[config.mk]
export PLATFORM = sky130hd
export DESIGN_NAME = mem_bus_initiator
export DESIGN_NICKNAME = d
export VERILOG_FILES = /design/src/rtl/mem_bus_initiator.sv
export SDC_FILE = /design/constraint.sdc
export NUM_CORES = 1
export LEC_CHECK = 0
export ABC_AREA = 0
export BUFFER_PORTS_ARGS = -buffer_cell sky130_fd_sc_hd__buf_2
export CAP_MARGIN = 10
export CORE_MARGIN = 1.5
export CORE_UTILIZATION = 29
export CTS_BUF_LIST = sky130_fd_sc_hd__clkbuf_16
export DETAILED_ROUTE_END_ITERATION = 7
export PLACE_DENSITY_LB_ADDON = 0.05
export RECOVER_POWER = 100
export SYNTH_ARGS = -nofsm -noshare
export SYNTH_HDL_FRONTEND = slang
export SYNTH_SLANG_ARGS = --single-unit
[constraint.sdc]
create_clock -name Clk -period 2.3 [get_ports Clk]
set_input_delay 0.23 -clock Clk [delete_from_list [all_inputs] [get_ports Clk]]
set_output_delay 0.23 -clock Clk [all_outputs]
set_load 0.03 [all_outputs]
[src/rtl/mem_bus_initiator.sv]
// mem_bus_initiator: single-outstanding initiator for the Enable/MOV/RW/MOC
// memory handshake. It accepts a CPU request in IDLE, presents it to memory,
// waits for the MOC rise and fall (resynchronised), and pulses Done.
// Optional feature macro: MEM_TIMEOUT_EN adds a per-edge MOC wait timeout
// that aborts the transfer with Done and Error both pulsed.
module mem_bus_initiator #(
  parameter int unsigned TIMEOUT = 255
) (
  input  logic        Clk,
  input  logic        Reset,
  input  logic        Req,
  input  logic        ReqRW,
  input  logic [7:0]  ReqAddr,
  input  logic [31:0] ReqData,
  output logic        Busy,
  output logic        Done,
  output logic        Error,
  output logic [31:0] RdData,
  output logic        Enable,
  output logic        MOV,
  output logic        RW,
  output logic [7:0]  Address,
  output logic [31:0] MemDataOut,
  input  logic [31:0] MemDataIn,
  input  logic        MOC
);

  typedef enum logic [2:0] {
    ST_IDLE   = 3'd0,
    ST_SETUP  = 3'd1,
    ST_STROBE = 3'd2,
    ST_HOLD   = 3'd3,
    ST_DONE   = 3'd4
  } state_t;

  state_t state_r;
  logic   moc_meta_r;
  logic   moc_sync_r;

`ifdef MEM_TIMEOUT_EN
  // Counter is at least 8 bits so the default TIMEOUT fits without change.
  localparam int CNT_W = (TIMEOUT > 32'd255) ? $clog2(TIMEOUT + 32'd1) : 8;
  // The counter reads TIMEOUT-1 on the edge that marks TIMEOUT cycles spent
  // in the waiting state, so that edge is the one that enters DONE.
  localparam logic [CNT_W-1:0] CNT_LAST = CNT_W'(TIMEOUT - 32'd1);
  localparam logic [CNT_W-1:0] CNT_ONE  = CNT_W'(32'd1);
  logic [CNT_W-1:0] wait_cnt_r;
`endif

  // Two-flop resynchroniser for the asynchronous MOC completion input.
  always_ff @(posedge Clk) begin
    if (Reset) begin
      moc_meta_r <= 1'b0;
      moc_sync_r <= 1'b0;
    end else begin
      moc_meta_r <= MOC;
      moc_sync_r <= moc_meta_r;
    end
  end

  // Transfer FSM; every memory-side and CPU-side output is registered here.
  always_ff @(posedge Clk) begin
    if (Reset) begin
      state_r    <= ST_IDLE;
      Busy       <= 1'b0;
      Done       <= 1'b0;
      Error      <= 1'b0;
      RdData     <= 32'h0000_0000;
      Enable     <= 1'b0;
      MOV        <= 1'b0;
      RW         <= 1'b0;
      Address    <= 8'h00;
      MemDataOut <= 32'h0000_0000;
`ifdef MEM_TIMEOUT_EN
      wait_cnt_r <= '0;
`endif
    end else begin
      // Done and Error are single-cycle pulses unless re-asserted below.
      Done  <= 1'b0;
      Error <= 1'b0;
      case (state_r)
        ST_IDLE: begin
          Enable <= 1'b0;
          MOV    <= 1'b0;
          if (Req) begin
            RW         <= ReqRW;
            Address    <= ReqAddr;
            MemDataOut <= ReqData;
            Busy       <= 1'b1;
            Enable     <= 1'b1;
            state_r    <= ST_SETUP;
          end else begin
            Busy    <= 1'b0;
            state_r <= ST_IDLE;
          end
        end

        ST_SETUP: begin
          MOV     <= 1'b1;
          state_r <= ST_STROBE;
`ifdef MEM_TIMEOUT_EN
          wait_cnt_r <= '0;
`endif
        end

        ST_STROBE: begin
`ifdef MEM_TIMEOUT_EN
          // Timeout wins over a completion seen on the same edge.
          if (wait_cnt_r == CNT_LAST) begin
            Enable  <= 1'b0;
            MOV     <= 1'b0;
            Done    <= 1'b1;
            Error   <= 1'b1;
            state_r <= ST_DONE;
          end else
`endif
          if (moc_sync_r) begin
            if (RW) begin
              RdData <= MemDataIn;
            end else begin
              RdData <= RdData;
            end
            MOV     <= 1'b0;
            state_r <= ST_HOLD;
`ifdef MEM_TIMEOUT_EN
            wait_cnt_r <= '0;
`endif
          end else begin
            state_r <= ST_STROBE;
`ifdef MEM_TIMEOUT_EN
            wait_cnt_r <= wait_cnt_r + CNT_ONE;
`endif
          end
        end

        ST_HOLD: begin
`ifdef MEM_TIMEOUT_EN
          if (wait_cnt_r == CNT_LAST) begin
            Enable  <= 1'b0;
            MOV     <= 1'b0;
            Done    <= 1'b1;
            Error   <= 1'b1;
            state_r <= ST_DONE;
          end else
`endif
          if (!moc_sync_r) begin
            Enable  <= 1'b0;
            Done    <= 1'b1;
            state_r <= ST_DONE;
          end else begin
            state_r <= ST_HOLD;
`ifdef MEM_TIMEOUT_EN
            wait_cnt_r <= wait_cnt_r + CNT_ONE;
`endif
          end
        end

        ST_DONE: begin
          Enable  <= 1'b0;
          MOV     <= 1'b0;
          Busy    <= 1'b0;
          state_r <= ST_IDLE;
        end

        default: begin
          Enable  <= 1'b0;
          MOV     <= 1'b0;
          Busy    <= 1'b0;
          state_r <= ST_IDLE;
        end
      endcase
    end
  end

endmodule

==> impl_metrics.ini, run 1 <==
[outcome]
status = completed

[cts]
cts_tree = yes
h-tree-depth = 3
clock-sinks = 82
postCtsHoldBufs = 0
postCtsSetupBuffers = 0
cts_resized = 0
clockBufferDepth = 2
cts.root.buffer_cell = clkbuf_16
clk_latency_ps = 330
clk_pin_slew_ps = 60
cts_made_buffers = 9

[timing]
tns_ps = 0
clock.fmax_mhz = 517
rsz0062_at_grt = no
skew_ps = 7.77
min_period_over_period = 0.841
period_minus_slack_ps = 1930
final_max_slew_viol_count = 0
worst_pin_slew_ps = 1320
finalHoldViolations = 0
finalSetupViolations = 0
relSlewSlack = 0.119

[routing]
firstDrtPassIters = 4
drc_errors = 0
drt-met1-wl_um = 3390
ant_nets = 0
highest_layer = met4
wl_um = 7660
viasPerCell = 4.26
dr_wl_met2_um = 3480
drt-initial-drc-count = 108
dr_wl_met3_um = 721
vias = 2728
routedWlPerCell_um = 12.0

[global_route]
antenna_found_initial = 0
gr-total-overflow = 0
grt_start_max_net_pins = 59
grt_pass1_wl_um = 11800
grt_pass1_vias = 2510
grt_use_total = 0.129

[power_and_ir_drop]
total_leakage_power_nw = 1.63
peakVddDrop_v = 0.000399
powerDensity_nw_per_um2 = 814

[synth]
synth.distinct_cells = 21
synthCells = 353
synth_seq_cells = 82
synthAdderAreaFrac = 0
ys_seq_area_frac = 0.513
ys_warn_count = 0
synth_top_family_by_area = simple AND/OR/NAND/NOR gates
synth-xor-area-share = 0
synth_area_um2 = 3200
muxShareOfSynthArea = 0.100
yosys.area_share.simple = 0.254
synth_compound_area_frac = 0.0778
syn_area_per_cell_um2 = 9.06
synth_nets = 430

[worst_setup_path]
worstSetupPathType = reg2reg
cp_slowest_cell = or4b_1
cp_slowest_stage_delay_ps = 800
r2r_setup_slack_ps = 370
critPathCaptureType = flop
path_cells = or4b_1 > clkbuf_2 > nand2_1 > a21oi_1
required_ps = 2450
cp_max_fo = 17
cp.arrival_ps = 2080
crit_path_start_kind = flop

[final_layout]
final_nets = 573
drive_gt1_frac = 0.196
final_core_util = 0.393
antenna_cells = 0
syn_to_final_growth_pct = 32.5

[floorplanning]
pin_count = 155
core_um2 = 10800
rows = 38
die_area_um2 = 11700
die_h_um = 108
initial_core_util = 0.296
die_width_um = 108

[placement]
numPortBuffers = 153
finalWeightedCongestion = 0.720
hpwl_um = 5320

[job]
max_cap_viol_count = 0

[worst_hold_path]
hp-class = in2reg
through the flow:
stage	instance area (um2)	hold WS, ps	instances	power [mW]	worst slack, ps
2_1_floorplan	3200	358	353	1.85	848
3_3_place_gp	4060	424	625	1.99	525
3_5_place_dp	4060	424	625	2.00	489
4_1_cts	4370	112	640	3.54	474
5_1_grt	4240	129	640	3.63	196
6_report	4240	119	640	3.45	365
layer usage:
layer,vias to the layer above,global-route usage
met3,10,0.0530
met5,-,0
met4,0,0.0451
met2,93,0.209
li1,1411,-
met1,1214,0.152
cell families after synthesis:
| group | count (synthesis) |
|---|---|
| simple gates | 161 |
| flops | 82 |
| compound gates | 48 |
| mux | 32 |
| buf+inv | 29 |
| other cells | 1 |
cells in the mapped netlist:
cell       n  share of area
a21boi_0   1         0.0023
a21boi_2   1         0.0035
nor2_1     4         0.0047
buf_6      5          0.018
dfxtp_1   82           0.51
nand2b_1  64           0.13
buf_2      5         0.0078
buf_4      5          0.012
or4b_1     1         0.0031
nand3b_1   1         0.0023
mux2i_1   32           0.10
nor4b_4    1         0.0074
o21ai_0    3         0.0047
nor3_1     2         0.0031
nor2b_1    2         0.0039
nand2_1   85           0.10
conb_1     1         0.0012
inv_1      2         0.0023
nor4b_2    1         0.0047
a21oi_1   43          0.067
clkbuf_1  12          0.014
critical path: cells and delay by family (launching register included):
| kind | cells | cell delay [ps] |
|---|---|---|
| simple gates | 2 | 930 |
| compound gates | 1 | 70 |
| buf+inv | 1 | 360 |
| flops | 1 | 400 |
sequential cells by signal, indices dropped and copies added (netlist names):
name / count
Address: 8
Busy: 1
Done: 1
Enable: 1
MOV: 1
MemDataOut: 32
RW: 1
RdData: 32
moc_meta_r: 1
moc_sync_r: 1
state_r: 3
worst paths after layout:
check	start	to	cells after the start
worst max register to register	state_r[1]$_SDFF_PP0_	MemDataOut[13]$_SDFFE_PP0P_	4
worst max-delay path	state_r[1]$_SDFF_PP0_	MemDataOut[13]$_SDFFE_PP0P_	4
worst min-delay path	MOC	moc_meta_r$_SDFF_PP0_	2
worst min register to register	moc_meta_r$_SDFF_PP0_	moc_sync_r$_SDFF_PP0_	1
power breakdown:
| part | leakage (nW) | switching, mW | internal, mW |
|---|---|---|---|
| clock network | 0.156 | 0.562 | 0.950 |
| logic | 0.809 | 0.276 | 0.144 |
| registers | 0.668 | 0.0364 | 1.48 |
layout by cell type (no fill, tap or decap), types with 2 or more instances in the layout:
| cell | count |
|---|---|
| a21oi_1 | 43 |
| buf_2 | 75 |
| bufinv_16 | 2 |
| clkbuf_1 | 78 |
| clkbuf_16 | 9 |
| clkbuf_2 | 3 |
| clkinv_4 | 2 |
| dfxtp_1 | 82 |
| inv_1 | 2 |
| mux2i_1 | 32 |
| nand2_1 | 85 |
| nand2b_1 | 64 |
| nor2_1 | 4 |
| nor2b_1 | 2 |
| nor3_1 | 2 |
| o21ai_0 | 3 |
layout make-up:
type / count / area (um2)
Fill cell: 1142 / 6550
Clock buffer: 9 / 225
Tap cell: 140 / 175
Sequential cell: 82 / 1640
Clock inverter: 6 / 91.3
Timing Repair Buffer: 159 / 718
Multi-Input combinational cell: 242 / 1380
Inverter: 2 / 7.51
Power figures use the tool's default switching activity.
==> run 2, diff against run 1 <==
--- a/config.mk
+++ b/config.mk
@@ -5,7 +5,7 @@
 export SDC_FILE = /design/constraint.sdc
 export NUM_CORES = 1
 export LEC_CHECK = 0
-export ABC_AREA = 0
+export ABC_AREA = 1
 export BUFFER_PORTS_ARGS = -buffer_cell sky130_fd_sc_hd__buf_2
 export CAP_MARGIN = 10
 export CORE_MARGIN = 1.5
==> constraint.sdc (replaced) <==
create_clock -name Clk -period 1.7 [get_ports Clk]
set_input_delay 0.17 -clock Clk [delete_from_list [all_inputs] [get_ports Clk]]
set_output_delay 0.17 -clock Clk [all_outputs]
set_load 0.03 [all_outputs]
==> run 2 against run 1 <==
Against the previous run: cell area shrank 6.6%; first-iteration DRC count shrank 50%; setup slack lost 140 ps; combinational power grew 63%; clock skew is essentially flat; synthesized cell count grew 1.4%; clock-buffer cell count is the same; register-to-register slack lost 140 ps.
==> impl_metrics.ini, run 2 <==
[outcome]
status = completed

[synth]
synth_top_area_share = 0.568
yosys_most_used_dff = dfxtp_1
synth_edf_count = 0
synthCells = 358
async_reset_ff_frac = 0
yosysTopAreaCell = dfxtp_1
syn_area_per_cell_um2 = 8.07
synth_area_um2 = 2890
synth_area_leaders = dfxtp_1, nor2_1, o21ai_0
synth_nets = 435
synthTopCellsByCount = nor2_1, dfxtp_1, o21ai_0
synth_seq_cells = 82
synth.most_common_cell = nor2_1
synth.distinct_cells = 20
ys_seq_area_frac = 0.568
ys_warn_count = 0

[final_layout]
fill_cells = 1104
drive_gt1_frac = 0.194
top_regs = MemDataOut: 32 flops, RdData: 32 flops, Address: 8 flops
final_nets = 582
final_area_um2 = 3960
final_core_util = 0.407
final_common_cell = nor2_1
stdcell_count = 642
antenna_cells = 0
syn_to_final_growth_pct = 37.1
final_cell_mix = nor2_1, dfxtp_1, clkbuf_1

[cts]
clock-sinks = 82
cts.root.buffer_cell = clkbuf_16
postCtsSetupBuffers = 0
cts_tree = yes
clk_pin_slew_ps = 60
clockBufferDepth = 2
clk_latency_ps = 330
h-tree-depth = 3
cts_made_buffers = 9
cts_resized = 0
postCtsHoldBufs = 0

[routing]
routedWlPerCell_um = 11.9
wl_um = 7620
vias = 2743
drt-initial-drc-count = 54
drc_errors = 0
viasPerCell = 4.27
firstDrtPassIters = 4
ant_nets = 0

[floorplanning]
pin_count = 155
die_h_um = 103
die_width_um = 103
rows = 36
core_um2 = 9730
die_area_um2 = 10600
initial_core_util = 0.297

[placement]
finalWeightedCongestion = 0.723
hpwl_um = 5220
place_ws_ps = 340
dp_cells = 627
place_area_um2 = 3740
numPortBuffers = 153

[worst_setup_path]
crit_path_start_kind = flop
cp_slowest_stage_delay_ps = 320
path_common_cell = nor2_1
worstSetupPathType = reg2reg
cp_slowest_cell = dfxtp_1
required_ps = 1960
cp.arrival_ps = 1740
cp_max_fo = 24
path_cells = nor2_1 > nand3_4 > inv_2 > buf_12 > nor2_1 > nor2_1
critPathCaptureType = flop

[power_and_ir_drop]
powerDensity_nw_per_um2 = 1250
total_leakage_power_nw = 1.65
power_mw = 4.95
peakVddDrop_v = 0.000550

[global_route]
grt_start_max_net_pins = 44
gr-total-overflow = 0
grt_pass1_wl_um = 11700
grt_pass1_vias = 2514
antenna_found_initial = 1
grt_use_total = 0.143

[timing]
whs_ps = 48.5
finalHoldViolations = 0
period_minus_slack_ps = 1480
finalSetupViolations = 0
skew_ps = 7.60
min_period_over_period = 0.870
layout_setup_ws_ps = 222
tns_ps = 0
clock.fmax_mhz = 676
final_max_slew_viol_count = 0
rsz0062_at_grt = no

[worst_hold_path]
hp-class = in2reg

[job]
max_cap_viol_count = 0
==> run 2: cell types whose count changed after synthesis, sizes merged, moves of 2 or more <==
cell | before | now
inv | 2 | 6
nand2 | 85 | 6
nor2 | 4 | 155
a21boi | 2 | 0
o21ai | 3 | 75
nand2b | 64 | 0
a21oi | 43 | 4
nor4b | 2 | 0
clkbuf | 12 | 9
nand3 | 0 | 3
nor2b | 2 | 0
nor3 | 2 | 0
mux2i | 32 | 0
clkinv | 0 | 2
==> run 2: cell type report <==
cell class                      instances  area [um2]  share of cell area
Clock buffer                            9         225              0.0569
Clock inverter                          6         106              0.0268
Inverter                                8        31.3             0.00790
Multi-Input combinational cell        245        1050               0.266
Sequential cell                        82        1640               0.414
Tap cell                              133         166              0.0420
Timing Repair Buffer                  159         738               0.186
==> run 2: final timing paths <==
path,start,end,depth (start not counted),slack [ps]
setup / recovery,state_r[0]$_SDFF_PP0_,MemDataOut[7]$_SDFFE_PP0P_,6,220
hold / removal,MOC,moc_meta_r$_SDFF_PP0_,3,50
setup reg to reg,state_r[0]$_SDFF_PP0_,MemDataOut[7]$_SDFFE_PP0P_,6,220
hold reg to reg,moc_meta_r$_SDFF_PP0_,moc_sync_r$_SDFF_PP0_,2,400
==> run 2: logic make-up after synthesis <==
kind of cell    count (synthesis)  share of synthesized area
compound gates                 79                      0.137
buf+inv                        31                     0.0650
flops                          82                      0.568
other cells                     1                    0.00130
simple gates                  165                      0.229
==> run 2: layer usage <==
metal	routed length [um]	GRT usage
met1	3490	0.173
met2	3450	0.236
met3	571	0.0427
met4	102	0.0634
met5	0	0
==> run 2: power breakdown <==
part | internal, mW | switching (mW)
clock network | 1.42 | 0.750
logic | 0.207 | 0.474
registers | 2.04 | 0.0600
==> run 2: critical path, delay by kind of cell, from the launching register on <==
family	cells	cell delay, ps
simple gates	4	550
buf+inv	2	520
flops	1	320
==> run 3, diff against run 2 <==
--- a/config.mk
+++ b/config.mk
@@ -14,6 +14,7 @@
 export DETAILED_ROUTE_END_ITERATION = 7
 export PLACE_DENSITY_LB_ADDON = 0.05
 export RECOVER_POWER = 100
+export SLEW_MARGIN = 20
 export SYNTH_ARGS = -nofsm -noshare
 export SYNTH_HDL_FRONTEND = slang
 export SYNTH_SLANG_ARGS = --single-unit
==> constraint.sdc (replaced) <==
create_clock -name Clk -period 1.9 [get_ports Clk]
set_input_delay 0.19 -clock Clk [delete_from_list [all_inputs] [get_ports Clk]]
set_output_delay 0.19 -clock Clk [all_outputs]
set_load 0.03 [all_outputs]
==> run 3 against run 2 <==
Against the previous run: via count decreased by 1.6%; largest power group is now sequential cells; clock-buffer cell count unchanged; die area unchanged; cell area decreased by 1.7%; first-iteration DRC count decreased by 20%; clock power decreased by 26%; combinational power decreased by 10%; non-clock buffer count unchanged; highest routed layer unchanged; clock skew increased by 1.8 ps; routed wire length decreased by 0.88%; utilization decreased by 0.69 points.
==> impl_metrics.ini, run 3 (synthesis gave the netlist of run 2 again) <==
[worst_setup_path]
r2r_cells = 5
required_ps = 2110
r2r_start = state_r[0]$_SDFF_PP0_
worstSetupPathType = reg2reg
cp.arrival_ps = 1710
path_cells = nor2_4 > nand3_4 > clkbuf_2 > o21ai_0 > nor2_1
cp_slowest_cell = clkbuf_2
crit_path_start_kind = flop
cp-startpoint = state_r[0]$_SDFF_PP0_
cp_max_fo = 25
cp_slowest_stage_delay_ps = 360
critPathCaptureType = flop
cp_num_cells = 5
cp_num_buf_inv = 1
path_delay_family = simple AND/OR/NAND/NOR gates

[timing]
worst_pin_slew_ps = 587
layout_setup_ws_ps = 405
tns_ps = 0
finalHoldViolations = 0
skew_ps = 9.36
relSlewSlack = 0.608
finalSetupViolations = 0
period_minus_slack_ps = 1490
min_period_over_period = 0.787
clock.fmax_mhz = 669
final_max_slew_viol_count = 0
rsz0062_at_grt = no

[cts]
clk_pin_slew_ps = 60
cts_tree = yes
cts_resized = 0
postCtsSetupBuffers = 0
clock-sinks = 82
cts.root.buffer_cell = clkbuf_16
cts_made_buffers = 9
postCtsHoldBufs = 0
h-tree-depth = 3
clockBufferDepth = 2
clk_latency_ps = 330

[floorplanning]
core_um2 = 9730
die_width_um = 103
die_h_um = 103
die_area_um2 = 10600
rows = 36
initial_core_util = 0.297
pin_count = 155

[routing]
drc_errors = 0
drt-initial-drc-count = 43
vias = 2700
ant_nets = 0
wl_um = 7550
routedWlPerCell_um = 11.7
firstDrtPassIters = 4
viasPerCell = 4.20

[global_route]
grt_start_max_net_pins = 38
antenna_found_initial = 0
grt_pass1_vias = 2340
gr-total-overflow = 0
grt_use_total = 0.138
grt_pass1_wl_um = 11200

[outcome]
status = completed

[final_layout]
final_common_cell = nor2_1
fill_cells = 1110
antenna_cells = 0
syn_to_final_growth_pct = 34.8
drive_gt1_frac = 0.200
final_cell_mix = nor2_1, dfxtp_1, clkbuf_1
final_nets = 582
top_regs = MemDataOut: 32 flops, RdData: 32 flops, Address: 8 flops
final_core_util = 0.400

[placement]
hpwl_um = 5260
finalWeightedCongestion = 0.686
place_ws_ps = 531
numPortBuffers = 153

[worst_hold_path]
worstHoldStart = MOC
hp-class = in2reg
hold_path_depth = 3

[power_and_ir_drop]
peakVddDrop_v = 0.000408
power_mw = 4.08
total_leakage_power_nw = 1.62
powerDensity_nw_per_um2 = 1050

[job]
max_cap_viol_count = 0
==> run 3: final cells by class <==
class,instances,area [um2],area share
clock buffer,9,225,0.0578
clock inverter,7,51.3,0.0132
inverter,8,31.3,0.00803
multi-input combinational,245,1040,0.268
sequential,82,1640,0.422
tap,133,166,0.0427
timing repair buffer,159,733,0.188
==> run 3: path summary, 6_finish.rpt <==
check                                              to  slack, ps
worst max-delay path                  RW$_SDFFE_PP0P_        410
worst min-delay path            moc_meta_r$_SDFF_PP0_         80
worst max register to register        RW$_SDFFE_PP0P_        410
worst min register to register  moc_sync_r$_SDFF_PP0_        400
==> run 3: layer usage <==
metal  part of all wire  GRT usage
met1               0.46      0.175
met2               0.45      0.221
met3              0.074     0.0366
met4              0.011     0.0624
met5                  0          0
==> run 3: worst min-delay path, cell delays in order <==
cell    delay, ps
buf_2          80
inv_1          30
nor2_1         70
==> run 3: where the power goes <==
part	switching [mW]	internal (mW)
Clock	0.704	0.894
Combinational	0.424	0.187
Sequential	0.0516	1.82
Total	1.18	2.90
==> run 3: per-stage QoR <==
stage               cells  hold WS (ps)  cell area (um2)
floorplan             358           259             2890
global route          643          85.5             3890
CTS                   643          68.0             4010
finish                643          78.8             3890
global placement      627           394             3740
detailed placement    627           400             3740
